### src/rtl/lpc_fpga_pkg.sv
// Shared types and constants for the LPC frame reader.
//   state_e        : frame reader sequencing states
//   SAMPLE_W       : sample width (equals the read master stream width)
//   BYTES_PER_SAMPLE, PREEMPH_SHIFT, ACC_W, SAT_MIN/SAT_MAX : datapath constants
//   sat16()        : clamp an ACC_W signed value into the sample range
package lpc_fpga_pkg;

    localparam int unsigned SAMPLE_W         = 16;
    localparam int unsigned BYTES_PER_SAMPLE = 2;
    localparam int unsigned PREEMPH_SHIFT    = 5;
    localparam int unsigned ACC_W            = 18;

    localparam logic signed [ACC_W-1:0] SAT_MAX = 18'sd32767;
    localparam logic signed [ACC_W-1:0] SAT_MIN = -18'sd32768;

    typedef enum logic [2:0] {
        IDLE,
        LAUNCH,
        STREAM,
        WAIT_DONE,
        NEXT,
        FINISH
    } state_e;

    // Clamp a wide signed result into a signed sample.
    function automatic logic signed [SAMPLE_W-1:0] sat16(input logic signed [ACC_W-1:0] v);
        logic signed [SAMPLE_W-1:0] r;
        if (v > SAT_MAX) begin
            r = SAT_MAX[SAMPLE_W-1:0];
        end else if (v < SAT_MIN) begin
            r = SAT_MIN[SAMPLE_W-1:0];
        end else begin
            r = v[SAMPLE_W-1:0];
        end
        return r;
    endfunction

endpackage

### src/rtl/lpc_frame_preemph.sv
// Pre-emphasis filter y = sat16(x[n] - x[n-1] + (x[n-1] >>> 5)), coefficient 31/32.
// Ports:
//   clk, rst_n : clock, async active-low reset
//   clr        : clears x[n-1] (frame start)
//   load       : current x is consumed; it becomes x[n-1]
//   x          : current raw sample
//   y_c        : filtered sample (combinational, same cycle as x)
module lpc_frame_preemph
    import lpc_fpga_pkg::*;
(
    input  logic                clk,
    input  logic                rst_n,
    input  logic                clr,
    input  logic                load,
    input  logic [SAMPLE_W-1:0] x,
    output logic [SAMPLE_W-1:0] y_c
);

    logic signed [SAMPLE_W-1:0] prev_q;
    logic signed [SAMPLE_W-1:0] prev_d;
    logic signed [ACC_W-1:0]    acc_c;

    // Filter arithmetic is done in ACC_W bits so the difference cannot wrap.
    always_comb begin
        prev_d = prev_q;
        if (clr) begin
            prev_d = '0;
        end else if (load) begin
            prev_d = signed'(x);
        end
        acc_c = ACC_W'(signed'(x)) - ACC_W'(prev_q) + ACC_W'(prev_q >>> PREEMPH_SHIFT);
        y_c   = sat16(acc_c);
    end

    always_ff @(posedge clk or negedge rst_n) begin
        if (!rst_n) begin
            prev_q <= '0;
        end else begin
            prev_q <= prev_d;
        end
    end

endmodule

### src/rtl/lpc_frame_reader.sv
// Frame reader: issues one DDR3 read-master transfer per analysis frame and
// streams the returned samples to the LPC core on a valid/ready interface.
// Optional build macro LPC_FRAME_READER_PREEMPH_EN inserts a 31/32 pre-emphasis
// filter on the sample path (no added latency).
// Ports:
//   clk_clk, reset_reset_n                  : clock, async active-low reset
//   start, frame_base, frame_stride,
//   frame_len, num_frames                   : job request (latched on accepted start)
//   busy, done, frame_idx                   : job status
//   out_valid, out_ready, out_data, out_last: sample stream to the LPC core
//   rm_*                                    : read master control and stream FIFO
module lpc_frame_reader
    import lpc_fpga_pkg::*;
#(
    parameter int unsigned CNT_W = 16
) (
    input  logic                clk_clk,
    input  logic                reset_reset_n,
    input  logic                start,
    input  logic [31:0]         frame_base,
    input  logic [31:0]         frame_stride,
    input  logic [CNT_W-1:0]    frame_len,
    input  logic [CNT_W-1:0]    num_frames,
    output logic                busy,
    output logic                done,
    output logic [CNT_W-1:0]    frame_idx,
    output logic                out_valid,
    input  logic                out_ready,
    output logic [SAMPLE_W-1:0] out_data,
    output logic                out_last,
    output logic                rm_fixed_location,
    output logic [31:0]         rm_read_base,
    output logic [31:0]         rm_read_length,
    output logic                rm_go,
    input  logic                rm_done,
    input  logic                rm_early_done,
    output logic                rm_read_buffer,
    input  logic [SAMPLE_W-1:0] rm_buffer_output_data,
    input  logic                rm_data_available
);

    state_e              state_q, state_d;
    logic                busy_q, busy_d;
    logic                done_q, done_d;
    logic [CNT_W-1:0]    frame_idx_q, frame_idx_d;
    logic                out_valid_q, out_valid_d;
    logic [SAMPLE_W-1:0] out_data_q, out_data_d;
    logic                out_last_q, out_last_d;
    logic [31:0]         rm_read_base_q, rm_read_base_d;
    logic [31:0]         rm_read_length_q, rm_read_length_d;
    logic                rm_go_q, rm_go_d;
    logic [31:0]         stride_q, stride_d;
    logic [CNT_W-1:0]    len_q, len_d;
    logic [CNT_W-1:0]    num_q, num_d;
    logic [CNT_W-1:0]    remaining_q, remaining_d;
    logic                seen_q, seen_d;

    logic                pop_c;
    logic                launch_c;
    logic [SAMPLE_W-1:0] sample_c;
    logic                unused_c;

    // Early-done and the forced-zero address bit carry no information here.
    assign unused_c = rm_early_done ^ frame_base[0];

    // Pop the show-ahead FIFO only while samples are owed and the output slot frees up.
    assign pop_c    = (state_q == STREAM) && rm_data_available && (remaining_q != '0)
                      && (!out_valid_q || out_ready);
    assign launch_c = (state_q == LAUNCH);

`ifdef LPC_FRAME_READER_PREEMPH_EN
    lpc_frame_preemph u_preemph (
        .clk   (clk_clk),
        .rst_n (reset_reset_n),
        .clr   (launch_c),
        .load  (pop_c),
        .x     (rm_buffer_output_data),
        .y_c   (sample_c)
    );
`else
    assign sample_c = rm_buffer_output_data;
`endif

    // Next-state and registered-output logic.
    always_comb begin
        state_d          = state_q;
        busy_d           = busy_q;
        done_d           = 1'b0;
        frame_idx_d      = frame_idx_q;
        out_valid_d      = out_valid_q;
        out_data_d       = out_data_q;
        out_last_d       = out_last_q;
        rm_read_base_d   = rm_read_base_q;
        rm_read_length_d = rm_read_length_q;
        rm_go_d          = 1'b0;
        stride_d         = stride_q;
        len_d            = len_q;
        num_d            = num_q;
        remaining_d      = remaining_q;
        seen_d           = seen_q | rm_done;

        // Output slot: load on pop, otherwise empty it after a handshake.
        if (pop_c) begin
            out_data_d  = sample_c;
            out_valid_d = 1'b1;
            out_last_d  = (remaining_q == CNT_W'(1));
            remaining_d = remaining_q - CNT_W'(1);
        end else if (out_valid_q && out_ready) begin
            out_valid_d = 1'b0;
        end

        unique case (state_q)
            IDLE: begin
                seen_d = 1'b0;
                if (start) begin
                    stride_d         = frame_stride;
                    len_d            = frame_len;
                    num_d            = num_frames;
                    rm_read_base_d   = {frame_base[31:1], 1'b0};
                    rm_read_length_d = 32'(frame_len) * 32'(BYTES_PER_SAMPLE);
                    frame_idx_d      = '0;
                    busy_d           = 1'b1;
                    state_d          = ((frame_len == '0) || (num_frames == '0)) ? FINISH : LAUNCH;
                end
            end
            LAUNCH: begin
                rm_go_d     = 1'b1;
                remaining_d = len_q;
                state_d     = STREAM;
            end
            STREAM: begin
                if (remaining_q == '0) begin
                    state_d = WAIT_DONE;
                end
            end
            WAIT_DONE: begin
                if ((seen_q || rm_done) && !out_valid_q) begin
                    state_d = NEXT;
                end
            end
            NEXT: begin
                seen_d         = 1'b0;
                rm_read_base_d = rm_read_base_q + stride_q;
                frame_idx_d    = frame_idx_q + CNT_W'(1);
                state_d        = ((frame_idx_q + CNT_W'(1)) == num_q) ? FINISH : LAUNCH;
            end
            FINISH: begin
                done_d      = 1'b1;
                busy_d      = 1'b0;
                frame_idx_d = '0;
                state_d     = IDLE;
            end
            default: begin
                state_d = IDLE;
            end
        endcase
    end

    always_ff @(posedge clk_clk or negedge reset_reset_n) begin
        if (!reset_reset_n) begin
            state_q          <= IDLE;
            busy_q           <= 1'b0;
            done_q           <= 1'b0;
            frame_idx_q      <= '0;
            out_valid_q      <= 1'b0;
            out_data_q       <= '0;
            out_last_q       <= 1'b0;
            rm_read_base_q   <= '0;
            rm_read_length_q <= '0;
            rm_go_q          <= 1'b0;
            stride_q         <= '0;
            len_q            <= '0;
            num_q            <= '0;
            remaining_q      <= '0;
            seen_q           <= 1'b0;
        end else begin
            state_q          <= state_d;
            busy_q           <= busy_d;
            done_q           <= done_d;
            frame_idx_q      <= frame_idx_d;
            out_valid_q      <= out_valid_d;
            out_data_q       <= out_data_d;
            out_last_q       <= out_last_d;
            rm_read_base_q   <= rm_read_base_d;
            rm_read_length_q <= rm_read_length_d;
            rm_go_q          <= rm_go_d;
            stride_q         <= stride_d;
            len_q            <= len_d;
            num_q            <= num_d;
            remaining_q      <= remaining_d;
            seen_q           <= seen_d;
        end
    end

    assign busy              = busy_q;
    assign done              = done_q;
    assign frame_idx         = frame_idx_q;
    assign out_valid         = out_valid_q;
    assign out_data          = out_data_q;
    assign out_last          = out_last_q;
    assign rm_read_base      = rm_read_base_q;
    assign rm_read_length    = rm_read_length_q;
    assign rm_go             = rm_go_q;
    assign rm_read_buffer    = pop_c;
    assign rm_fixed_location = 1'b0;

endmodule

### config.mk
export PLATFORM = sky130hd
export DESIGN_NAME = lpc_frame_reader
export DESIGN_NICKNAME = d
export VERILOG_FILES = /design/src/rtl/lpc_fpga_pkg.sv /design/src/rtl/lpc_frame_preemph.sv /design/src/rtl/lpc_frame_reader.sv
export SDC_FILE = /design/constraint.sdc
export NUM_CORES = 1
export LEC_CHECK = 0
export CELL_PAD_IN_SITES_DETAIL_PLACEMENT = 2
export CELL_PAD_IN_SITES_GLOBAL_PLACEMENT = 2
export CORE_MARGIN = 8
export CORE_UTILIZATION = 36
export CTS_CLUSTER_DIAMETER = 200
export DETAILED_ROUTE_END_ITERATION = 6
export DONT_BUFFER_PORTS = 1
export GPL_ROUTABILITY_DRIVEN = 0
export PLACE_DENSITY = 0.79
export SLEW_MARGIN = 10
export SYNTH_ARGS = -nofsm -noshare
export SYNTH_HDL_FRONTEND = slang
export SYNTH_SLANG_ARGS = --single-unit
### constraint.sdc
create_clock -name clk_clk -period 4.45 [get_ports clk_clk]
set_input_delay 0.6675 -clock clk_clk [delete_from_list [all_inputs] [get_ports clk_clk]]
set_output_delay 0.6675 -clock clk_clk [all_outputs]
set_load 0.02 [all_outputs]
* Yosys cells after proc, flatten, opt, wreduce, memory -nomap -nowiden
Index checks and enable logic that the tools add are counted.
W data, S select, Z words.
** Operators by class
- Equal/unequal tests :: 10
- Add/subtract/negate cells :: 3
- Reductions and logical operators :: 25
- Muxes and demuxes :: 19
- Bitwise operators :: 1
** Operators by type and width (count)
- $pmux W32 S2 :: 1
- $logic_not A16 Y1 :: 3
- $mux W16 :: 3
- $pmux W16 S3 :: 1
- $add A32 B32 Y32 :: 1
- $mux W32 :: 1
- $add A16 B1 Y16 const B :: 1
- $eq A16 B1 Y1 const B :: 1
- $eq A16 B16 Y1 :: 1
- $reduce_bool A16 Y1 :: 1
- $sub A16 B1 Y16 const B :: 1
- $mux W3 :: 5
- $pmux W3 S5 :: 1
- $reduce_and A2 Y1 :: 4
- $reduce_bool A2 Y1 :: 4
- $eq A3 B2 Y1 const B :: 2
- $eq A3 B3 Y1 const B :: 2
- $mux W1 :: 6
- $logic_and A1 B1 Y1 :: 5
- $ne A2 B2 Y1 const B :: 2
- $eq A3 B1 Y1 const B :: 1
- $logic_not A3 Y1 :: 1
- $logic_or A1 B1 Y1 :: 3
- $reduce_and A3 Y1 :: 1
- 6 further kinds :: 6
** Word-level totals
- Register bits :: 153
- Input bits :: 119
- Word-level logic and storage cells :: 72

* Logic depth before layout (Yosys ltp)
- Depth in word-level cells :: 6
- Gate-level depth with buffers :: 12
- Depth with buffers taken out :: 12

* Worst setup path after synthesis
OpenSTA, ideal clock, no wires.
- Path type :: input to output
- Start point :: input rm_data_available
- End point :: output rm_read_buffer
- Stages :: 6
- Setup slack :: 1691 ps
- Data arrival time :: 2092 ps
- Required time :: 3783 ps
- Buffers on the path :: 3
- Cells stage by stage :: or4b_1 -> or3_1 -> buf_6 -> clkinv_4 -> buf_2 -> buf_2
** Between the ends
- Longest elaborated chain between the ends :: 3
** Ends and longest elaborated chain
- start, declared :: RTL line lpc_frame_reader.sv:39 : input logic rm_data_available
- $logic_and A1 B1 Y1 (2 in a row) :: RTL line lpc_frame_reader.sv:67 : assign pop_c = (state_q == STREAM) && rm_data_available && (remaining_q != '0)
- $logic_and A1 B1 Y1 :: RTL line lpc_frame_reader.sv:68 : && (!out_valid_q || out_ready);
- end, declared :: RTL line lpc_frame_reader.sv:37 : output logic rm_read_buffer,
Every way passes these cells.

* Worst setup path after layout
- Start point :: register remaining_q[2]
- End point :: output rm_read_buffer
** Between the ends
- Longest elaborated chain between the ends :: 3
** Ends and longest elaborated chain
- start, declared :: RTL line lpc_frame_reader.sv:55 : logic [CNT_W-1:0] remaining_q, remaining_d;
- start signal, assigned :: RTL line lpc_frame_reader.sv:190 : remaining_q <= remaining_d;
- $reduce_bool A16 Y1 :: RTL line lpc_frame_reader.sv:67
- $logic_and A1 B1 Y1 :: RTL line lpc_frame_reader.sv:67
- $logic_and A1 B1 Y1 :: RTL line lpc_frame_reader.sv:68
Every way passes these cells.

==> qor.yml <==
status: "completed"
fp.dieH_um: 172
p_leak_nw: 4.15
ys_warn_count: 0
rsz0062_at_grt: "no"
p_per_area_nw_per_um2: 882
synth_cells: 918
synth_area_per_cell_um2: 9.53
fin_crit_sh_pct: 80.1
drt_wl_total_um: 28900
fill_cells: 2690
crit_required_ns: 3.78
post-route-min-period_ns: 3.57
worst_pin_slew_ns: 0.932
start_util_pct: 36.3
final.setup_skew_ns: 0.0147
path_clk_slew_ns: 0.08
cts_buffers: 17
die_w_um: 172
route.detailed.drc: 0
mostFrequentLayoutCells: "dfrtp_1, nand2_1, mux2_2, o21ai_0, a21oi_1"
mostFrequentLayoutCell: "dfrtp_1"
post_cts_resized: 0
clockBufferDepth: 2
layout-drive-gt1-share_pct: 13.5
io_buffers: 0
wire_per_inst_um: 23.2
yosysSeqAreaShare_pct: 43.8
fmaxAchievable_ghz: 0.280
htreeDepth: 4
synth_edf_count: 0
vdd_drop_max_v: 0.000274
core_um2: 24100
grt_overflow: 0
num_rows: 57
via_count: 7021
vias_per_cell: 5.65
arrival_ns: 2.90
io_pins: 222
die_area_um2: 29500
multiInputGateArea_um2: 4610
hold_viol: 0
ys.flop_type: "dfrtp_1"
drt-initial-drc-count: 401
antenna_found_initial: 4
area_growth_syn_to_layout_pct: 10.1
final-seq-area_um2: 3830
async_flop_share_pct: 100
cts_tree: "built"
syn_area_um2: 8750
startpoint_type: "register"
grt_max_degree: 154
max_cap_violations: 0
clock_latency_ns: 0.44
ant_nets: 0
grt_pass1_wl_um: 44800
setup_violations: 0
relSlewSlack_pct: 37.8
cp_max_fo: 25
postCtsHoldBufs: 1
report.final.slew_viol_count: 0
utilization_pct: 39.9
drtPass1Iterations: 4
fin_tns_setup_ns: 0
cp-end-kind: "output port"
synth_seq_cells: 153
grt_pass1_vias: 7912
synth_cell_types: 66
post_cts_buffers: 0
ctsRootBufferMaster: "clkbuf_16"
path_class: "register to output port"
cts_sinks: 153
hp-class: "primary input to async pin"
hpwl_um: 20500
nets: 1057
grt_util_all_layers_pct: 19.6
r2r_setup_slack_ns: 1.17
==> kinds of logic (layout without fill, tap and decap cells) <==
family / count (synthesis) / count (layout) / synth area share, %
compound gates: 229 / 229 / 16.4
xor+xnor: 54 / 54 / 5.41
fa+ha+maj: 35 / 35 / 5.09
buf+inv: 78 / 60 / 4.31
flops: 153 / 153 / 43.8
mux: 68 / 68 / 8.73
other cells: 1 / 19 / 0.0429
simple gates: 300 / 300 / 16.3
==> final cells by class <==
cell class	instances	share of cell area [%]
multi-input combinational	703	47.9
sequential	153	39.8
clock buffer	17	4.42
tap	324	4.21
clock inverter	15	1.78
timing repair buffer	10	1.12
inverter	18	0.754
antenna	2	0.0520
==> final timing paths <==
check / from / end / cells past startpoint
worst max-delay path: remaining_q[2]$_DFFE_PN0P_ / rm_read_buffer / 7
worst max register to register: rm_read_base[0]$_DFFE_PN0P_ / rm_read_base[18]$_DFFE_PN0P_ / 12
worst min register to register: seen_q$_DFF_PN0_ / seen_q$_DFF_PN0_ / 2
max in group asynchronous: reset_reset_n / rm_read_base[24]$_DFFE_PN0P_ / 1
worst min-delay path: reset_reset_n / rm_read_base[12]$_DFFE_PN0P_ / 1
min in group clk_clk: rm_buffer_output_data[4] / out_data[4]$_DFFE_PN0P_ / 2
==> sequential cells by signal (all words and copies together), names as in the netlist, 3 cells and up <==
| name | cells |
|---|---|
| len_q | 16 |
| num_q | 16 |
| frame_idx | 16 |
| remaining_q | 16 |
| rm_read_base | 32 |
| stride_q | 32 |
| out_data | 16 |
| state_q | 3 |
==> metrics by stage <==
step | instances | setup slack, ns | hold WS (ns) | instance area (um2) | total power (W)
floorplan | 934 | 1.69 | 0.372 | 8810 | 0.00589
global placement | 1207 | 1.36 | 0.378 | 9000 | 0.00675
detailed placement | 1207 | 1.23 | 0.377 | 9000 | 0.00697
CTS | 1240 | 0.867 | 0.280 | 9620 | 0.00858
global route | 1241 | 0.658 | 0.306 | 9620 | 0.00911
finish | 1242 | 0.884 | 0.177 | 9630 | 0.00849
==> report_power, final <==
part,switching [W],total (W),internal [W]
clock network,0.000730,0.00149,0.000758
registers,0.00112,0.00315,0.00203
logic,0.00217,0.00385,0.00169
total,0.00401,0.00849,0.00447
==> critical path, stage by stage (launching register included) <==
cell      delay [ns]
dfrtp_1         0.45
nor3_2          0.41
nand3b_1        0.27
nor3_1          0.32
and3_1          0.29
or3_1           0.13
buf_4           0.29
clkinv_4        0.27
==> Yosys cell counts, types with 11 or more instances <==
library cell,instances,share of area (%)
nand3_1,16,0.92
dfrtp_1,153,44
a21oi_1,57,3.3
inv_1,16,0.69
ha_1,34,4.9
nor2_1,52,2.2
o21ai_0,64,3.7
xnor2_1,35,3.5
nand2_1,140,6.0
buf_4,17,1.5
nor4_1,13,0.93
clkbuf_1,33,1.4
and3_1,16,1.1
xor2_1,19,1.9
mux2_2,66,8.5
a31oi_1,13,0.93
a21o_1,16,1.4
nor3_1,11,0.63
==> routing by layer <==
metal	up-vias	global-route usage (%)	wire length, um
met5	-	0	39
met3	33	5.00	1760
li1	3216	-	-
met4	6	5.73	387
met2	165	34.5	14600
met1	3601	23.2	12000
Note: power is estimated with default switching activity, not from simulation.
